## config.mk

```make
export PLATFORM = sky130hd
export DESIGN_NAME = wb_pipe_reg_flat
export DESIGN_NICKNAME = d
export VERILOG_FILES = /design/src/rtl/wb_pipe_reg_pkg.sv /design/src/rtl/wb_pipe_reg_if.sv /design/src/rtl/wb_pipe_reg_field_reg.sv /design/src/rtl/wb_pipe_reg.sv /design/src/flat_wrapper.sv
export SDC_FILE = /design/constraint.sdc
export NUM_CORES = 1
export LEC_CHECK = 0
export BUFFER_PORTS_ARGS = -buffer_cell sky130_fd_sc_hd__buf_2
export CAP_MARGIN = 10
export CORE_ASPECT_RATIO = 1.25
export CORE_MARGIN = 2
export CORE_UTILIZATION = 45
export CTS_BUF_LIST = sky130_fd_sc_hd__clkbuf_8
export DETAILED_ROUTE_END_ITERATION = 10
export PLACE_DENSITY = 0.81
export SETUP_SLACK_MARGIN = 0.5
export SLEW_MARGIN = 5
export SYNTH_ARGS = -nofsm -noshare
export SYNTH_HDL_FRONTEND = slang
export SYNTH_SLANG_ARGS = --single-unit
```

## constraint.sdc

```tcl
create_clock -name clk -period 1.55 [get_ports clk]
set_clock_uncertainty 0.2 [all_clocks]
set_input_delay 0.31 -clock clk [delete_from_list [all_inputs] [get_ports clk]]
set_output_delay 0.31 -clock clk [all_outputs]
set_load 0.1 [all_outputs]
```

## src/rtl/wb_pipe_reg_pkg.sv

```systemverilog
// rtl/wb_pipe_reg_pkg.sv - shared M/W pipeline constants and W-stage bundle type
package wb_pipe_reg_pkg;

    localparam int DATA_W = 32;
    localparam int REG_W  = 5;

    localparam logic [REG_W-1:0] REG_NONE = '0;

    typedef struct packed {
        logic [DATA_W-1:0] valE;
        logic [DATA_W-1:0] valM;
        logic [REG_W-1:0]  dstE;
        logic [REG_W-1:0]  dstM;
        logic              weE;
        logic              weM;
    } w_bundle_t;

    localparam w_bundle_t W_NOP = '0;

endpackage

```

## src/rtl/wb_pipe_reg_if.sv

```systemverilog
// rtl/wb_pipe_reg_if.sv - M-stage inputs and W-stage outputs of the M/W pipeline register
interface wb_pipe_reg_if #(
    parameter int DATA_W = wb_pipe_reg_pkg::DATA_W,
    parameter int REG_W  = wb_pipe_reg_pkg::REG_W
);
    logic [DATA_W-1:0] M_valE;
    logic [DATA_W-1:0] m_valM;
    logic [REG_W-1:0]  M_dstE;
    logic [REG_W-1:0]  M_dstM;
    logic [DATA_W-1:0] W_valE;
    logic [DATA_W-1:0] W_valM;
    logic [REG_W-1:0]  W_dstE;
    logic [REG_W-1:0]  W_dstM;
    logic              W_weE;
    logic              W_weM;

    modport master (
        output M_valE, m_valM, M_dstE, M_dstM,
        input  W_valE, W_valM, W_dstE, W_dstM, W_weE, W_weM
    );

    modport slave (
        input  M_valE, m_valM, M_dstE, M_dstM,
        output W_valE, W_valM, W_dstE, W_dstM, W_weE, W_weM
    );
endinterface

```

## src/rtl/wb_pipe_reg_field_reg.sv

```systemverilog
// rtl/wb_pipe_reg_field_reg.sv - one pipeline field flop with reset, bubble and stall
module pipe_field_reg #(
    parameter int           W       = 1,
    parameter logic [W-1:0] NOP_VAL = '0
) (
    input  logic         clk,
    input  logic         reset,
    input  logic         stall,
    input  logic         bubble,
    input  logic [W-1:0] d,
    output logic [W-1:0] q
);

    // Priority: reset, then bubble, then stall; bubble beats stall so a
    // squashed instruction can never linger in a held stage.
    always_ff @(posedge clk) begin
        if (reset || bubble) begin
            q <= NOP_VAL;
        end else if (!stall) begin
            q <= d;
        end
    end

endmodule

```

## src/rtl/wb_pipe_reg.sv

```systemverilog
// rtl/wb_pipe_reg.sv - M/W pipeline register feeding the register-file write port
module wb_pipe_reg #(
    parameter int DATA_W = wb_pipe_reg_pkg::DATA_W,
    parameter int REG_W  = wb_pipe_reg_pkg::REG_W
) (
    input  logic        clk,
    input  logic        reset,
    input  logic        W_stall,
    input  logic        W_bubble,
    wb_pipe_reg_if.slave bus
);
    import wb_pipe_reg_pkg::REG_NONE;

    logic we_e_d;
    logic we_m_d;

    // Write enables are registered rather than decoded from W_dst* so the
    // register file sees them straight off a flop.
    assign we_e_d = (bus.M_dstE != REG_W'(REG_NONE));
    assign we_m_d = (bus.M_dstM != REG_W'(REG_NONE));

    pipe_field_reg #(.W(DATA_W)) u_val_e (
        .clk(clk), .reset(reset), .stall(W_stall), .bubble(W_bubble),
        .d(bus.M_valE), .q(bus.W_valE)
    );

    pipe_field_reg #(.W(DATA_W)) u_val_m (
        .clk(clk), .reset(reset), .stall(W_stall), .bubble(W_bubble),
        .d(bus.m_valM), .q(bus.W_valM)
    );

    pipe_field_reg #(.W(REG_W)) u_dst_e (
        .clk(clk), .reset(reset), .stall(W_stall), .bubble(W_bubble),
        .d(bus.M_dstE), .q(bus.W_dstE)
    );

    pipe_field_reg #(.W(REG_W)) u_dst_m (
        .clk(clk), .reset(reset), .stall(W_stall), .bubble(W_bubble),
        .d(bus.M_dstM), .q(bus.W_dstM)
    );

    pipe_field_reg #(.W(1)) u_we_e (
        .clk(clk), .reset(reset), .stall(W_stall), .bubble(W_bubble),
        .d(we_e_d), .q(bus.W_weE)
    );

    pipe_field_reg #(.W(1)) u_we_m (
        .clk(clk), .reset(reset), .stall(W_stall), .bubble(W_bubble),
        .d(we_m_d), .q(bus.W_weM)
    );

endmodule

```

## src/flat_wrapper.sv

```systemverilog
// flat-port wrapper written by rule: the top's interface ports become plain ports
module wb_pipe_reg_flat import wb_pipe_reg_pkg::REG_NONE;
#(
    parameter int DATA_W = wb_pipe_reg_pkg::DATA_W,
    parameter int REG_W  = wb_pipe_reg_pkg::REG_W
)
  (clk, reset, W_stall, W_bubble, bus_M_valE, bus_m_valM, bus_M_dstE, bus_M_dstM, bus_W_valE, bus_W_valM, bus_W_dstE, bus_W_dstM, bus_W_weE, bus_W_weM);
  wb_pipe_reg_if #(.DATA_W(DATA_W), .REG_W(REG_W)) bus_i ();
  input  logic clk;
  input  logic reset;
  input  logic W_stall;
  input  logic W_bubble;
  input wire logic [$bits(bus_i.M_valE)-1:0] bus_M_valE;
  input wire logic [$bits(bus_i.m_valM)-1:0] bus_m_valM;
  input wire logic [$bits(bus_i.M_dstE)-1:0] bus_M_dstE;
  input wire logic [$bits(bus_i.M_dstM)-1:0] bus_M_dstM;
  output wire logic [$bits(bus_i.W_valE)-1:0] bus_W_valE;
  output wire logic [$bits(bus_i.W_valM)-1:0] bus_W_valM;
  output wire logic [$bits(bus_i.W_dstE)-1:0] bus_W_dstE;
  output wire logic [$bits(bus_i.W_dstM)-1:0] bus_W_dstM;
  output wire logic [$bits(bus_i.W_weE)-1:0] bus_W_weE;
  output wire logic [$bits(bus_i.W_weM)-1:0] bus_W_weM;
  assign bus_i.M_valE = bus_M_valE;
  assign bus_i.m_valM = bus_m_valM;
  assign bus_i.M_dstE = bus_M_dstE;
  assign bus_i.M_dstM = bus_M_dstM;
  assign bus_W_valE = bus_i.W_valE;
  assign bus_W_valM = bus_i.W_valM;
  assign bus_W_dstE = bus_i.W_dstE;
  assign bus_W_dstM = bus_i.W_dstM;
  assign bus_W_weE = bus_i.W_weE;
  assign bus_W_weM = bus_i.W_weM;
  wb_pipe_reg #(.DATA_W(DATA_W), .REG_W(REG_W)) u_core (.clk(clk), .reset(reset), .W_stall(W_stall), .W_bubble(W_bubble), .bus(bus_i));
endmodule
```

Word level (Yosys, flattened, before mapping)

Index checks and enable logic that the tools add are counted.

Register bits after elaboration: 76
Input bits: 78
Output and inout bits: 76

Reduce and logical (&&, ||, !) cells: 3

Operator list:

| kind              | count |
|---|---|
| $reduce_bool 5->1 | 2 |
| $logic_or 1x1->1  | 1 |

Logic depth before layout (Yosys ltp)

Gate-level depths: netlist of run 1.

Word-level depth: 1
Mapped depth: 5
Depth with buffers taken out: 2

Cells and area by module

From an unflattened synthesis of run 1, not the netlist that was laid out.

Cell total of the unflattened synthesis: 254
Area total of the unflattened synthesis: 2,790.2 µm²

By module, submodules not included:

| module                               | instances | cells an instance | area an instance (µm²) | sequential area each (µm²) |
|---|---|---|---|---|
| pipe_field_reg at u_core.u_val_e ... | 2         | 105               | 1,156.1                | 640.6 |
| pipe_field_reg at u_core.u_dst_e ... | 2         | 16                | 186.4                  | 100.1 |
| pipe_field_reg at u_core.u_we_e ...  | 2         | 3                 | 40.0                   | 20.0 |
| wb_pipe_reg                          | 1         | 6                 | 25.0                   | 0.0 |

Least setup slack after synthesis of run 1

Ideal clock, no wire load.

Path type: reg2reg
Start: register u_core.u_we_e.q (netlist name)
End: register u_core.u_we_e.q
Setup time: 0.086 ns
Arrival time: 1.324 ns
Required time: 1.264 ns
Path slack: -0.060 ns
Cell stages (with the launch flop): 3
Path buffers: 0
Clock period less this slack: 1.610 ns
Cell sequence: dfxtp_1 -> inv_1 -> a221oi_2

RTL lines:

| what                   | RTL line                    | source |
|---|---|---|
| end signal: assignment | wb_pipe_reg_field_reg.sv:18 | `q <= NOP_VAL;` |
| end signal: assignment | wb_pipe_reg_field_reg.sv:20 | `q <= d;` |
| end: declaration       | wb_pipe_reg_field_reg.sv:11 | `output logic [W-1:0] q` |

Worst setup path after layout of run 1

Start: register u_core.u_val_m.q[11]
End: output bus_W_valM[11]

RTL lines:

| what                     | RTL line                    | source |
|---|---|---|
| start: declaration       | wb_pipe_reg_field_reg.sv:11 |  |
| start signal: assignment | wb_pipe_reg_field_reg.sv:18 |  |
| start signal: assignment | wb_pipe_reg_field_reg.sv:20 |  |
| end: declaration         | flat_wrapper.sv:18          | `output wire logic [$bits(bus_i.W_valM)-1:0] bus_W_valM;` |

No word-level cell between the ends.

==> impl_metrics.json, run 1 <==
{
  "status": "complete, but fails checks",
  "violations": "hold timing",
  "cp_num_buf_inv": 1,
  "reg2reg_depth": 4,
  "area_delta_synth_final_pct": 94.23,
  "cts_htree_levels": 3,
  "die_h_um": 91.45,
  "core-area_um2": 5857,
  "switching_power_mw": 1.515,
  "synth_cell_types": 10,
  "finish.instance_area_um2": 5346,
  "ys_warn_count": 0,
  "required_ns": 1.04,
  "fin_nets": 490,
  "hold_path.class": "input port to flip-flop",
  "die-area_um2": 6763,
  "utilization_pct": 91.28,
  "timing.final.hold_violations": 1,
  "seq_area_frac_synth_pct": 55.27,
  "pre_cts_slack_ns": 0.06808,
  "fin_tns_setup_ns": 0,
  "clk_pin_slew_ns": 0.08,
  "netlist_area_um2": 2753,
  "place.gp.congestion": 0.7003,
  "grt_pass1_wl_mm": 12.65,
  "initialDrtViolationCount": 121,
  "dp_hpwl_mm": 5.900,
  "crit_chain": "buf_12",
  "power_density_nw_per_um2": 896.0,
  "cts_tree": "built",
  "synthCells": 251,
  "slew_viol_final": 0,
  "die_width_um": 73.96,
  "setup_viol": 0,
  "max_cap_violations": 0,
  "synthTopCellsByCount": "dfxtp_1 (76), nor2_1 (76), mux2i_1 (74)",
  "grt_pass1_vias": 2575,
  "start_util_pct": 47.00,
  "io_buffers": 153,
  "power_frac_seq_pct": 41.9,
  "synthTopCellsByArea": "dfxtp_1 (55%), mux2i_1 (27%), nor2_1 (10%)",
  "worst_slew_pin_slew_ns": 0.2225,
  "syn_avg_cell_area_um2": 10.97,
  "post_drt_wl_per_cell_um": 19.29,
  "worstSetupPathType": "flip-flop to output pin",
  "antenna-diode-count": 0,
  "drt-total-wl_mm": 9.628,
  "min_period_over_period_pct": 91.07,
  "clkPwrFrac_pct": 33.7,
  "cp_num_cells": 1,
  "async_flop_share_pct": 0,
  "cts_buffers": 9,
  "critPathSlowestCell": "dfxtp_4",
  "fmax_mhz": 708.4,
  "ys_ff_latch": 76,
  "slew_headroom_pct": 84.74,
  "p_sw_share_pct": 31.63,
  "clock_latency_ns": 0.34,
  "yosys.area.top_type": "dfxtp_1",
  "path_delay_family": "flip-flops",
  "synthFlopType": "dfxtp_1",
  "grt_max_degree": 50,
  "p_comb_share_pct": 24.4,
  "grt.overflow.total": 0,
  "clockRootBuffer": "clkbuf_8",
  "synth_enable_flop_cells": 0,
  "boundaryPins": 154,
  "synth_top_area_share_pct": 55.27,
  "drt-pass1-iter-count": 5,
  "crit_arrival_ns": 0.90,
  "post_dp_cell_area_um2": 4999,
  "vias_per_cell": 4.962,
  "critical-path-max-stage-delay_ns": 0.38,
  "track_usage_pct": 25.21,
  "antenna_found_initial": 0,
  "fin_hold_ws_ns": -0.0009775,
  "period_needed_ns": 1.412,
  "endpoint_kind": "output pin",
  "drive_above_1_share_pct": 63.55,
  "fin_ws_ns": 0.1384,
  "leakage_nw": 2.387,
  "rsz0062_at_grt": "yes",
  "vdd_drop_max_v": 0.0009013,
  "clockBufferDepth": 2,
  "p_int_mw": 3.275,
  "clkSinkCount": 76,
  "std_cell_rows": 31,
  "worstPathMaxFanout": 2,
  "start_kind": "flip-flop",
  "num_vias": 2476,
  "drc": 0,
  "postRouteAntennaNets": 0,
  "hold_depth": 3,
  "postSynthNetCount": 329
}
==> kinds of logic after synthesis <==
family / count (synthesis) / share of synthesized area (%)
and+or+nand+nor: 79 / 11.50
DFF: 76 / 55.27
buffers and inverters: 20 / 5.227
muxes: 74 / 26.91
AOI/OAI and AO/OA: 2 / 1.091
==> worst register-to-register path: cells and delay by family, from the launching register on <==
family / cells / cell delay [ns]
multiplexers: 1 / 0.17
AND/OR/NAND/NOR: 1 / 0.07
buffers and inverters: 2 / 0.24
flip-flops: 1 / 0.36
==> through the flow <==
| stage | power, mW | instances |
|---|---|---|
| detailed placement | 3.166 | 472 |
| floorplan | 2.730 | 251 |
| finish | 4.790 | 499 |
| global route | 4.951 | 499 |
| global placement | 3.136 | 472 |
| CTS | 4.724 | 492 |
==> area by class of cell <==
type,count,area (µm²)
Timing Repair Buffer,168,2110
Sequential cell,76,1807
Multi-Input combinational cell,155,1115
Fill cell,227,510.5
Clock buffer,9,123.9
Tap cell,82,102.6
Clock inverter,7,81.33
Inverter,2,7.507
==> power groups by stage <==
| stage | sequential, mW | clock [mW] | combinational [mW] |
|---|---|---|---|
| detailed placement | 2.05 | 0 | 1.12 |
| floorplan | 2.49 | 0 | 0.244 |
| finish | 2.01 | 1.61 | 1.17 |
| global route | 2.01 | 1.73 | 1.21 |
| global placement | 2.04 | 0 | 1.09 |
| CTS | 2.00 | 1.59 | 1.13 |
==> routing by layer <==
layer | part of all wire [%] | global-route usage, %
met1 | 35 | 25.12
met3 | 7.9 | 8.990
met2 | 55 | 45.16
met4 | 2.6 | 11.36
met5 | 0 | 0
==> state kept, by name, summed over array words and instances (netlist names) <==
register / count
u_core.u_dst_e.q: 5
u_core.u_dst_m.q: 5
u_core.u_val_e.q: 32
u_core.u_val_m.q: 32
u_core.u_we_e.q: 1
u_core.u_we_m.q: 1
==> cell usage in the layout (no fill, tap or decap) <==
cell | synthesis | layout
a221oi_2 | 2 | 2
clkbuf_8 | 0 | 9
buf_2 | 7 | 76
or2_4 | 0 | 1
clkinv_1 | 0 | 3
buf_16 | 0 | 2
nor4_4 | 0 | 2
bufinv_16 | 0 | 2
buf_12 | 0 | 77
nor2_2 | 0 | 3
dfxtp_4 | 0 | 76
inv_1 | 2 | 2
mux2i_1 | 74 | 74
clkinv_2 | 0 | 2
buf_4 | 0 | 11
nor2_1 | 76 | 73
clkbuf_16 | 0 | 2
==> final timing paths <==
| kind | to | slack, ns | start |
|---|---|---|---|
| worst max-delay path | bus_W_valM[11] | 0.14 | u_core.u_val_m.q[11] |
| worst min-delay path | u_core.u_val_m.q[5] | -0.001 | bus_m_valM[5] |
| worst max register to register | u_core.u_val_e.q[16] | 0.41 | u_core.u_val_e.q[16] |
| worst min register to register | u_core.u_we_m.q | 0.32 | u_core.u_we_m.q |
==> timing repair <==
action | 4_1_cts | 5_1_grt
setup buffers | 4 | 5
setup endpoints to repair | 146 | 90
pin swaps | 0 | 0
cloned | 0 | 2
gates resized for setup | 1 | 5
endpoints found under the hold margin | 7 | 0
Note: power is estimated with default switching activity, not from simulation.
==> run 2: changes to the inputs <==
--- a/config.mk
+++ b/config.mk
@@ -8,7 +8,6 @@
 export BUFFER_PORTS_ARGS = -buffer_cell sky130_fd_sc_hd__buf_2
 export CAP_MARGIN = 10
 export CORE_ASPECT_RATIO = 1.25
-export CORE_MARGIN = 2
 export CORE_UTILIZATION = 45
 export CTS_BUF_LIST = sky130_fd_sc_hd__clkbuf_8
 export DETAILED_ROUTE_END_ITERATION = 10
==> run 2 against run 1 <==
The flow still finishes with violations (hold timing). Die area down 4.8%. Sequential cell count is the same. Critical path depth is the same. Cell count is 1.6% higher. Combinational power rose by 3%. First-iteration DRC count rose by 14%. Hold slack lost 0.0045 ns. Routed wire length increased by 1.2%. Total power decreased by 2.8%. Utilization increased by 2.3 points. Count of clock-buffer cells in the layout is the same. Largest cell class unchanged. Highest routed layer unchanged.
==> impl_metrics.json, run 2 (synthesis gave the netlist of run 1 again) <==
{
  "utilization_pct": 93.61,
  "pre_cts_slack_ns": 0.07828,
  "post_drt_wl_per_cell_um": 19.22,
  "final_cells": 507,
  "start_util_pct": 47.00,
  "slew_viol_final": 0,
  "dp_hpwl_mm": 6.025,
  "status": "complete, but fails checks",
  "crit_arrival_ns": 0.90,
  "num_vias": 2529,
  "grt.overflow.total": 0,
  "grt_pass1_wl_mm": 13.17,
  "cp_num_buf_inv": 1,
  "hold_depth": 3,
  "drc": 0,
  "max_cap_violations": 0,
  "vias_per_cell": 4.988,
  "place_inst": 474,
  "worstHoldStart": "bus_m_valM[17]",
  "fmax_mhz": 710.3,
  "clk_pin_slew_ns": 0.07,
  "clkSinkCount": 76,
  "p_sw_share_pct": 32.50,
  "io_buffers": 153,
  "fin_tns_setup_ns": 0,
  "endpoint_kind": "output pin",
  "drt-total-wl_mm": 9.746,
  "cts_buffers": 9,
  "leakage_nw": 2.438,
  "clockBufferDepth": 2,
  "hold_path.class": "input port to flip-flop",
  "path_delay_family": "flip-flops",
  "die_h_um": 89.45,
  "final_common_cell": "buf_12",
  "switching_power_mw": 1.514,
  "setup_viol": 0,
  "period_needed_ns": 1.408,
  "reg_top3": "u_core.u_val_e.q (32), u_core.u_val_m.q (32)",
  "required_ns": 1.04,
  "track_usage_pct": 27.88,
  "fin_ws_ns": 0.1420,
  "power_density_nw_per_um2": 849.4,
  "clkPwrFrac_pct": 30.8,
  "critPathSlowestCell": "dfxtp_4",
  "clockRootBuffer": "clkbuf_8",
  "violations": "hold timing",
  "cp_num_cells": 1,
  "area_delta_synth_final_pct": 99.18,
  "grt_pass1_vias": 2666,
  "place.gp.congestion": 0.6846,
  "initialDrtViolationCount": 138,
  "die-area_um2": 6436,
  "cp-startpoint": "u_core.u_dst_m.q[3]",
  "critical-path-max-stage-delay_ns": 0.38,
  "rr_startpoint": "u_core.u_val_e.q[28]",
  "hold-path-endpoint": "u_core.u_val_m.q[17]",
  "p_int_mw": 3.144,
  "fin_hold_ws_ns": -0.005445,
  "worst_slew_pin_slew_ns": 0.2459,
  "postRouteAntennaNets": 0,
  "fin_nets": 499,
  "drt-pass1-iter-count": 4,
  "vdd_drop_max_v": 0.0007859,
  "p_comb_share_pct": 26.1,
  "drive_above_1_share_pct": 65.18,
  "worstPathMaxFanout": 2,
  "rsz0062_at_grt": "yes",
  "min_period_over_period_pct": 90.84,
  "post_dp_cell_area_um2": 5039,
  "antenna_found_initial": 0,
  "start_kind": "flip-flop",
  "antenna-diode-count": 0,
  "std_cell_rows": 31,
  "crit_chain": "buf_12",
  "slew_headroom_pct": 83.14,
  "grt_max_degree": 39,
  "finish.instance_area_um2": 5483,
  "core-area_um2": 5857,
  "layout_common_cells": "buf_12 (81), nor2_1 (76), buf_2 (76), dfxtp_4 (76), mux2i_1 (68)",
  "cts_htree_levels": 3,
  "reg2reg_depth": 4,
  "total_power_mw": 4.657,
  "rrSetupSlack_ns": 0.39,
  "worstSetupPathType": "flip-flop to output pin",
  "power_frac_seq_pct": 43.1,
  "cts_tree": "built",
  "timing.rr.end": "u_core.u_val_e.q[28]",
  "clock_latency_ns": 0.35,
  "boundaryPins": 154,
  "die_width_um": 71.96,
  "timing.final.hold_violations": 5
}
==> run 2: changes by cell type in the layout (fill, tap and decap cells not counted), moves of 4 or more <==
cell and delta:
buf_12 +4, buf_6 +9, mux2i_1 -6, mux2i_2 +5
==> run 2: power groups by stage <==
stage,combinational [mW],sequential [mW],clock [mW]
after floorplan,0.244,2.49,0
after CTS,1.17,2.00,1.45
final,1.21,2.01,1.44
after global routing,1.25,2.01,1.53
after detailed placement,1.13,2.05,0
after global placement,1.10,2.04,0
==> run 2: final cells by class <==
type,instances,area [µm²]
tap,82,102.6
clock inverter,6,57.56
inverter,2,7.507
sequential,76,1807
multi-input combinational,155,1139
timing repair buffer,177,2246
clock buffer,9,123.9
fill,178,374.1
==> run 2: worst register-to-register path, cell delays in order, from the launching register on <==
cell     delay (ns)
dfxtp_4        0.36
buf_6          0.11
buf_6          0.10
mux2i_1        0.19
nor2_1         0.08
==> run 2: worst max path at each step <==
stage	endpoint	slack, ns
4_1_cts	bus_W_dstM[3]	0.13
3_3_place_gp	u_core.u_val_m.q[26]	0.17
6_report	bus_W_dstM[3]	0.14
5_1_grt	bus_W_dstM[3]	0.12
3_5_place_dp	u_core.u_val_m.q[16]	0.08
2_1_floorplan	u_core.u_dst_e.q[0]	0.31
==> run 2: layer usage <==
layer	vias to the layer above	wire [µm]	global-route usage [%]	part of all wire (%)
li1	1172	-	-	-
met1	1215	3548	26.74	36
met2	130	5375	54.29	55
met3	12	661	8.117	6.8
met4	0	160	13.37	1.6
met5	-	0	0	0
==> run 2: repair_timing <==
action,in CTS,in global routing
gates resized for setup,4,13
endpoints found under the setup margin,107,87
hold endpoints to repair,7,1
pin swaps,0,7
cloned,1,2
buffers inserted,8,7
==> run 3: changes to the inputs <==
--- a/config.mk
+++ b/config.mk
@@ -12,6 +12,7 @@
 export CTS_BUF_LIST = sky130_fd_sc_hd__clkbuf_8
 export DETAILED_ROUTE_END_ITERATION = 10
 export PLACE_DENSITY = 0.81
+export REMOVE_ABC_BUFFERS = 1
 export SETUP_SLACK_MARGIN = 0.5
 export SLEW_MARGIN = 5
 export SYNTH_ARGS = -nofsm -noshare
==> run 3 against run 2 <==
The flow now finishes without violations. Routed wire length is 9.0% lower. Non-clock buffer count decreased by 7. Count of clock-buffer cells in the layout increased by 2. First-iteration DRC count decreased by 30%. Total power grew 2.9%. Via count decreased by 0.67%. Register-to-register slack improved by 0.08 ns. Maximum frequency up 0.60%. Critical path type unchanged. Largest cell class unchanged. Highest routed layer unchanged.
==> impl_metrics.json, run 3 (synthesis gave the netlist of run 1 again) <==
{
  "boundaryPins": 154,
  "slew_viol_final": 0,
  "leakage_nw": 2.383,
  "period_needed_ns": 1.400,
  "final_cells": 502,
  "drt-pass1-iter-count": 4,
  "timing.final.hold_violations": 0,
  "clockBufferDepth": 2,
  "hold_path.class": "input port to flip-flop",
  "pre_cts_slack_ns": 0.06016,
  "layout_common_cells": "buf_12 (78), nor2_1 (76), buf_2 (76)",
  "drive_above_1_share_pct": 63.72,
  "antenna_found_initial": 1,
  "fin_ws_ns": 0.1505,
  "crit_arrival_ns": 0.89,
  "min_period_over_period_pct": 90.29,
  "fin_hold_ws_ns": 0.002038,
  "worst_slew_pin_slew_ns": 0.3351,
  "ff_latch_area_um2": 1624,
  "die_width_um": 71.96,
  "dp_hpwl_mm": 5.556,
  "cts_buffers": 9,
  "crit_chain": "buf_12",
  "cts_htree_levels": 3,
  "die-area_um2": 6436,
  "multiInputGateArea_um2": 1094,
  "clk_pin_slew_ns": 0.08,
  "clockRootBuffer": "clkbuf_8",
  "post_drt_wl_per_cell_um": 17.66,
  "start_util_pct": 47.00,
  "total_power_mw": 4.794,
  "required_ns": 1.04,
  "io_buffers": 153,
  "num_vias": 2512,
  "drt-total-wl_mm": 8.867,
  "grt.overflow.total": 0,
  "track_usage_pct": 26.02,
  "cp_num_buf_inv": 1,
  "initialDrtViolationCount": 97,
  "grt_pass1_vias": 2533,
  "area_delta_synth_final_pct": 88.86,
  "worstSetupPathType": "flip-flop to output pin",
  "endpoint_kind": "output pin",
  "core-area_um2": 5857,
  "fin_nets": 492,
  "drc": 0,
  "critPathSlowestCell": "dfxtp_2",
  "path_delay_family": "flip-flops",
  "grt_pass1_wl_mm": 12.39,
  "vias_per_cell": 5.004,
  "rsz0062_at_grt": "yes",
  "start_kind": "flip-flop",
  "cts_tree": "built",
  "utilization_pct": 88.76,
  "clkSinkCount": 76,
  "std_cell_rows": 31,
  "max_cap_violations": 0,
  "power_density_nw_per_um2": 922.2,
  "grt_max_degree": 39,
  "place.gp.congestion": 0.7266,
  "vdd_drop_max_v": 0.0006630,
  "setup_viol": 0,
  "postRouteAntennaNets": 0,
  "worstPathMaxFanout": 2,
  "clock_latency_ns": 0.33,
  "die_h_um": 89.45,
  "slew_headroom_pct": 77.48,
  "fillCellCount": 242,
  "status": "finished clean",
  "final_common_cell": "buf_12",
  "place_inst": 474,
  "critical-path-max-stage-delay_ns": 0.37,
  "fmax_mhz": 714.5,
  "reg_top3": "u_core.u_val_e.q (32), u_core.u_val_m.q (32)"
}
[run 3: repair_timing]
item / CTS / global route
buffers inserted: 3 / 5
pin swaps: 0 / 2
gates resized for setup: 79 / 12
hold endpoints to repair: 3 / 1
setup endpoints to repair: 142 / 96
gates cloned: 2 / 1
[run 3: where the power goes]
group | switching (mW) | total, mW | leakage [nW] | internal (mW)
clock | 0.698 | 1.52 | 0.107 | 0.821
sequential | 0.0710 | 2.10 | 0.654 | 2.03
combinational | 0.709 | 1.18 | 1.62 | 0.468
total | 1.48 | 4.79 | 2.38 | 3.32
[run 3: path summary, 6_finish.rpt]
check / startpoint / to / slack, ns / depth (start not counted)
setup / recovery: u_core.u_val_m.q[15] / bus_W_valM[15] / 0.15 / 1
hold reg to reg: u_core.u_we_e.q / u_core.u_we_e.q / 0.32 / 2
hold / removal: bus_m_valM[10] / u_core.u_val_m.q[10] / 0.002 / 3
setup reg to reg: u_core.u_val_m.q[25] / u_core.u_val_m.q[25] / 0.47 / 4
[run 3: cell type report]
type,count,share of cell area (%)
diodes,1,0.04813
multi-input cells,155,21.03
repair buffers,170,41.66
clock buffers,11,2.912
inverters,2,0.1444
well taps,82,1.974
clock inverters,5,0.9868
flip-flops and latches,76,31.24
[run 3: stage by stage]
step                TNS [ns]  cell area (µm²)
detailed placement         0             4711
global route               0             5199
finish                     0             5199
floorplan             -38.01             2616
CTS                        0             5097
global placement           0             4711
[run 3: routing by layer]
layer | global-route usage (%) | wire length (µm) | up-vias
met5 | 0 | 0 | -
li1 | - | - | 1160
met2 | 51.03 | 4978 | 112
met4 | 15.33 | 406 | 0
met1 | 24.26 | 3059 | 1209
met3 | 6.426 | 423 | 31
